==> src/rtl/dma_fifo_buf_if.sv <==
// Handshake/status bundle between the DMA interface (master) and the FIFO buffer (slave).
interface dma_fifo_buf_if #(
  parameter int DATA_WIDTH = 16,
  parameter int DEPTH_LOG2 = 2
);
  logic                  wr_en;
  logic [DATA_WIDTH-1:0] wr_data;
  logic                  rd_en;
  logic [DATA_WIDTH-1:0] rd_data;
  logic                  empty;
  logic                  full;
  logic                  afull;
  logic [DEPTH_LOG2:0]   count;
  logic                  last_wr;
  logic                  err_clr;
  logic                  overflow;
  logic                  underflow;

  modport master (
    output wr_en, wr_data, rd_en, err_clr,
    input  rd_data, empty, full, afull, count, last_wr, overflow, underflow
  );

  modport slave (
    input  wr_en, wr_data, rd_en, err_clr,
    output rd_data, empty, full, afull, count, last_wr, overflow, underflow
  );
endinterface

==> src/rtl/dma_fifo_buf.sv <==
// First-word-fall-through word FIFO between the DMA interface and DMA core.
// Sticky overflow/underflow flags are built only when DMA_FIFO_ERR_EN is defined.
module dma_fifo_buf #(
  parameter int DATA_WIDTH  = 16,
  parameter int DEPTH_LOG2  = 2,
  parameter int AFULL_LEVEL = 3
) (
  input  logic           clk,
  input  logic           rst,
  dma_fifo_buf_if.slave  bus
);
  localparam int DEPTH = 1 << DEPTH_LOG2;
  localparam logic [DEPTH_LOG2:0] FULL_CNT  = (DEPTH_LOG2+1)'(DEPTH);
  localparam logic [DEPTH_LOG2:0] AFULL_CNT = (DEPTH_LOG2+1)'(AFULL_LEVEL);

  logic [DEPTH-1:0][DATA_WIDTH-1:0] mem;
  logic [DEPTH_LOG2-1:0]            wr_ptr, rd_ptr;
  logic [DEPTH_LOG2:0]              count;
  logic                             last_wr;
  logic                             empty, full;
  logic                             wr_acc, rd_acc;

  // Status is derived from registered occupancy only, so no request-to-output path exists.
  assign empty  = (count == '0);
  assign full   = (count == FULL_CNT);
  assign wr_acc = bus.wr_en & ~full;
  assign rd_acc = bus.rd_en & ~empty;

  // Storage is left uncleared by reset; empty masks stale contents on rd_data.
  always_ff @(posedge clk) begin
    if (wr_acc) mem[wr_ptr] <= bus.wr_data;
  end

  always_ff @(posedge clk or posedge rst) begin
    if (rst) begin
      wr_ptr  <= '0;
      rd_ptr  <= '0;
      count   <= '0;
      last_wr <= 1'b0;
    end else begin
      if (wr_acc) wr_ptr <= wr_ptr + 1'b1;
      if (rd_acc) rd_ptr <= rd_ptr + 1'b1;
      if (wr_acc && !rd_acc)      count <= count + 1'b1;
      else if (rd_acc && !wr_acc) count <= count - 1'b1;
      if (wr_acc)      last_wr <= 1'b1;
      else if (rd_acc) last_wr <= 1'b0;
    end
  end

  assign bus.rd_data = empty ? '0 : mem[rd_ptr];
  assign bus.empty   = empty;
  assign bus.full    = full;
  assign bus.afull   = (count >= AFULL_CNT);
  assign bus.count   = count;
  assign bus.last_wr = last_wr;

`ifdef DMA_FIFO_ERR_EN
  logic overflow, underflow;

  // A fresh error in the clear cycle keeps the flag set.
  always_ff @(posedge clk or posedge rst) begin
    if (rst) begin
      overflow  <= 1'b0;
      underflow <= 1'b0;
    end else begin
      overflow  <= (overflow  & ~bus.err_clr) | (bus.wr_en & full);
      underflow <= (underflow & ~bus.err_clr) | (bus.rd_en & empty);
    end
  end

  assign bus.overflow  = overflow;
  assign bus.underflow = underflow;
`else
  logic err_clr_unused;
  assign err_clr_unused = bus.err_clr;
  assign bus.overflow   = 1'b0;
  assign bus.underflow  = 1'b0;
`endif
endmodule
==> src/flat_wrapper.sv <==
// flat-port wrapper written by rule: the top's interface ports become plain ports
module dma_fifo_buf_flat 
#(
  parameter int DATA_WIDTH  = 16,
  parameter int DEPTH_LOG2  = 2,
  parameter int AFULL_LEVEL = 3
)
  (clk, rst, bus_wr_en, bus_wr_data, bus_rd_en, bus_err_clr, bus_rd_data, bus_empty, bus_full, bus_afull, bus_count, bus_last_wr, bus_overflow, bus_underflow);
  dma_fifo_buf_if #(.DATA_WIDTH(DATA_WIDTH), .DEPTH_LOG2(DEPTH_LOG2)) bus_i ();
  input  logic clk;
  input  logic rst;
  input wire logic [$bits(bus_i.wr_en)-1:0] bus_wr_en;
  input wire logic [$bits(bus_i.wr_data)-1:0] bus_wr_data;
  input wire logic [$bits(bus_i.rd_en)-1:0] bus_rd_en;
  input wire logic [$bits(bus_i.err_clr)-1:0] bus_err_clr;
  output wire logic [$bits(bus_i.rd_data)-1:0] bus_rd_data;
  output wire logic [$bits(bus_i.empty)-1:0] bus_empty;
  output wire logic [$bits(bus_i.full)-1:0] bus_full;
  output wire logic [$bits(bus_i.afull)-1:0] bus_afull;
  output wire logic [$bits(bus_i.count)-1:0] bus_count;
  output wire logic [$bits(bus_i.last_wr)-1:0] bus_last_wr;
  output wire logic [$bits(bus_i.overflow)-1:0] bus_overflow;
  output wire logic [$bits(bus_i.underflow)-1:0] bus_underflow;
  assign bus_i.wr_en = bus_wr_en;
  assign bus_i.wr_data = bus_wr_data;
  assign bus_i.rd_en = bus_rd_en;
  assign bus_i.err_clr = bus_err_clr;
  assign bus_rd_data = bus_i.rd_data;
  assign bus_empty = bus_i.empty;
  assign bus_full = bus_i.full;
  assign bus_afull = bus_i.afull;
  assign bus_count = bus_i.count;
  assign bus_last_wr = bus_i.last_wr;
  assign bus_overflow = bus_i.overflow;
  assign bus_underflow = bus_i.underflow;
  dma_fifo_buf #(.DATA_WIDTH(DATA_WIDTH), .DEPTH_LOG2(DEPTH_LOG2), .AFULL_LEVEL(AFULL_LEVEL)) u_core (.clk(clk), .rst(rst), .bus(bus_i));
endmodule
==> config.mk <==
export PLATFORM = sky130hd
export DESIGN_NAME = dma_fifo_buf_flat
export DESIGN_NICKNAME = d
export VERILOG_FILES = /design/src/rtl/dma_fifo_buf_if.sv /design/src/rtl/dma_fifo_buf.sv /design/src/flat_wrapper.sv
export SDC_FILE = /design/constraint.sdc
export NUM_CORES = 1
export LEC_CHECK = 0
export CORE_ASPECT_RATIO = 1.2
export CORE_UTILIZATION = 30
export CTS_CLUSTER_DIAMETER = 30
export DETAILED_ROUTE_END_ITERATION = 10
export PLACE_DENSITY_LB_ADDON = 0.12
export SLEW_MARGIN = 15
export SYNTH_ARGS = -nofsm -noshare
export SYNTH_HDL_FRONTEND = slang
export SYNTH_SLANG_ARGS = --single-unit
==> constraint.sdc <==
create_clock -name clk -period 5.05 [get_ports clk]
set_input_delay 1.01 -clock clk [delete_from_list [all_inputs] [get_ports clk]]
set_output_delay 1.01 -clock clk [all_outputs]
set_load 0.005 [all_outputs]
==> summary.md <==
| Metric | Value |
|---|---|
| Final setup viols | `0` |
| Gate power share | `between 30% and 40%` |
| Total power | `between 2 and 2.5 mW` |
| Clk buf depth | `2` |
| Power density cells | `622 nW/µm²` |
| Ports | `between 40 and 50` |
| Num CTS Buffers | `9` |
| Worst-Margin Slew | `around 1.1 ns` |
| First-pass GRT wire length | `a little under 9 mm` |
| Worst reg-to-reg path cell count | `9` |
| Num rows | `39` |
| Total wire length | `between 5 and 6 mm` |
| Drt via density | `about 4.4` |
| Root Buffer | `clkbuf_16` |
| Yosys top cell area share | `64.1%` |
| Number of enable flip-flop cells after synthesis | `64` |
| RSZ-0062 raised after global routing | `no` |
| Area contributors post-synth | `edfxtp_1, mux4_2, dfrtp_1` |
| Final worst slack | `between 1 and 1.5 ns` |
| Metal-1 WL | `2.12 mm` |
| Die area | `around 10000 µm²` |
| Startpoint types | `flip-flop` |
| Largest net degree at the start of global routing | `18` |
| Initial core utilization | `about 31%` |
| Iteration-0 DRC Markers | `42` |
| Ant. Diodes | `0` |
| Switch share | `approximately a quarter` |
| P&R area growth vs syn | `28.1%` |
| Peak fanout along the critical path | `13` |
| Post-synth ARST share | `between 10 and 15%` |
| Met2 routed WL | `~3.0 mm` |
| Core Region | `~9600 µm²` |
| First-pass DRT Iterations | `4` |
| FF-to-FF End | `u_core.bus.count[2]` |
| Drt drc | `0` |
| DPL Wire Length | `about 3.4 mm` |
| Sequential Power Share | `38.2%` |
| Most frequent cell after synthesis | `edfxtp_1` |
| GRT Resource Usage Total | `12.0%` |
| Hold Path Class | `flip-flop to flip-flop` |
| Crit path DAT | `about 2.6 ns` |
| Period minus WS final | `approximately 3.6 ns` |
| CP Capture Type | `output port` |
| Sum Neg Setup Slack | `0 ns` |
| Placer congestion estimate | `0.654` |
| Share of cells above drive strength 1 | `about a quarter` |
| Internal power | `between 1.5 and 2 mW` |
| Synth unique cells | `27` |
| Worst Clk Skew | `around 0.0036 ns` |
| Crit Path Category | `flip-flop to output port` |
| Clock transition at path regs | `0.05 ns` |
| # Post-CTS Setup Buffers | `0` |
| Final net count | `~220` |
| Cells after Synth | `roughly 150` |
| Leak | `roughly 1.3 nW` |
| Final Hold Fails | `0` |
| Post-synth top cells | `edfxtp_1, mux4_2, dfrtp_1, nor2b_1, nor2b_4` |
| Avg Cell Area, Syn | `between 20 and 25 µm²` |
| Clock power frac | `between 20% and 30%` |
| DRT antenna net count | `0` |
| Yosys reg bits | `between 70 and 80` |
| H-Tree Level Count | `3` |
| Max Transition Viols Final | `0` |
| Number of global-route vias before repair | `approximately 1600` |
| Hold Buf Count CTS | `0` |
| Worst slack, placed | `1.74 ns` |
| Top sig layer | `met4` |
| Crit path required time | `approximately 4 ns` |
| CTS tree | `built` |
| Die span in x | `between 90 and 100 µm` |
| Sequential fraction of the synthesis area | `between 70 and 80%` |
| Vias | `about 1400` |
| Initial antenna violation count | `0` |
| Synth Warn # | `0` |
| Reg2reg start | `u_core.bus.count[0]` |
| Clk_lat worst skew | `around 0.33 ns` |
| Peak supply drop | `243 µV` |
| Wirelength per Cell | `around 17 µm` |
| Crit share post-route | `between 70% and 80%` |
| F_max | `approximately 280 MHz` |
| Reg2Reg Setup Slack | `just over 2 ns` |
| Post_cts resized | `0` |
| Slew HR | `roughly 28%` |
| Dominant synthesized flop cell | `edfxtp_1` |
| Max cap viols | `0` |
| Die height | `between 100 and 150 µm` |
| Largest area contributor in the synthesized netlist | `edfxtp_1` |
| Status | `finished clean` |
| Sinks on Clock Net | `roughly 70` |
| Synth Cell Area | `roughly 3000 µm²` |
| Remaining Overflow, GRT | `0` |
| Met3 wire len | `between 150 and 200 µm` |
| Critical Path Source | `u_core.bus.count[0]` |
| Sw Pwr | `~0.64 mW` |
| Setup crit end | `bus_rd_data[4]` |
| Port buffer count | `between 40 and 50` |
==> how the worst min path moves through the flow <==
stage	to	start	slack, ns	cells after the start
floorplan	u_core.bus.last_wr	u_core.bus.last_wr	0.47	2
global placement	u_core.bus.last_wr	u_core.bus.last_wr	0.47	2
detailed placement	u_core.bus.last_wr	u_core.bus.last_wr	0.51	2
CTS	u_core.bus.last_wr	u_core.bus.last_wr	0.52	2
global route	u_core.bus.last_wr	u_core.bus.last_wr	0.54	2
finish	u_core.bus.last_wr	u_core.bus.last_wr	0.50	2
==> stage by stage <==
step	hold slack (ns)	cells	instance area (µm²)	utilization (%)
after floorplan	0.470	147	3000	-
after global placement	0.475	307	3530	36.7
after detailed placement	0.506	307	3530	36.7
after CTS	0.517	323	3840	39.9
after global routing	0.541	323	3840	39.9
final	0.502	323	3840	39.9
==> logic make-up (layout without fill, tap and decap cells) <==
family | Yosys count | count (layout) | synth area share [%]
AOI/OAI and AO/OA | 2 | 2 | 0.417
DFF | 72 | 72 | 70.8
buffers and inverters | 12 | 65 | 2.88
and+or+nand+nor | 28 | 28 | 7.93
adders and majority gates | 7 | 7 | 3.17
other | 1 | 2 | 0.125
muxes | 18 | 18 | 12.9
xor gates and xnor gates | 6 | 6 | 1.75
==> worst max-delay path: stages, from the launching register on <==
cell and delay (ns):
dfrtp_1 0.48, nor3_4 0.92, buf_4 0.31, nor2b_1 0.07, clkdlybuf4s50_1 0.45
==> per-layer routing <==
metal	GRT usage, %	vias to the layer above
met1	13.3	730
met3	2.73	9
met2	21.1	32
li1	-	654
met4	6.77	0
met5	0	-
==> cell usage in the layout (no fill, tap or decap) <==
| cell | n |
|---|---|
| inv_1 | 4 |
| bufinv_16 | 2 |
| nor2b_4 | 8 |
| xnor2_1 | 4 |
| clkinv_1 | 1 |
| mux4_2 | 16 |
| and2_1 | 4 |
| mux2_4 | 1 |
| o21ai_0 | 1 |
| nor2_1 | 1 |
| xor2_1 | 2 |
| nor3_4 | 1 |
| buf_4 | 2 |
| a21o_1 | 1 |
| nand2_1 | 3 |
| mux2_2 | 1 |
| clkinv_2 | 3 |
| clkinvlp_4 | 1 |
| dfrtp_1 | 8 |
| nor3b_2 | 1 |
| clkdlybuf4s50_1 | 42 |
| nand2b_1 | 1 |
| nor2b_1 | 8 |
| nand2b_2 | 1 |
| inv_2 | 1 |
| fa_1 | 1 |
| ha_1 | 6 |
| conb_1 | 2 |
| clkbuf_16 | 9 |
| edfxtp_1 | 64 |
==> sequential cells by signal, summed over array words and instances (netlist names) <==
| signal | flops |
|---|---|
| u_core.mem | 64 |
| u_core.bus.count | 3 |
| u_core.rd_ptr | 2 |
| u_core.wr_ptr | 2 |
| u_core.bus.last_wr | 1 |
==> power by group through the flow <==
| stage | sequential [mW] | clock, mW | combinational (mW) |
|---|---|---|---|
| final | 0.911 | 0.655 | 0.821 |
| after global routing | 0.934 | 0.696 | 0.898 |
| after CTS | 0.920 | 0.673 | 0.849 |
| after detailed placement | 0.932 | 0 | 0.843 |
| after global placement | 0.919 | 0 | 0.833 |
| after floorplan | 0.854 | 0 | 0.541 |
==> layout make-up <==
class	count	area, µm²
inverters	5	18.8
clock inverters	7	86.3
multi-input cells	63	798
well taps	123	154
repair buffers	44	435
flip-flops and latches	72	2120
fillers	862	5770
clock buffers	9	225
(Power assumes the default switching activity.)
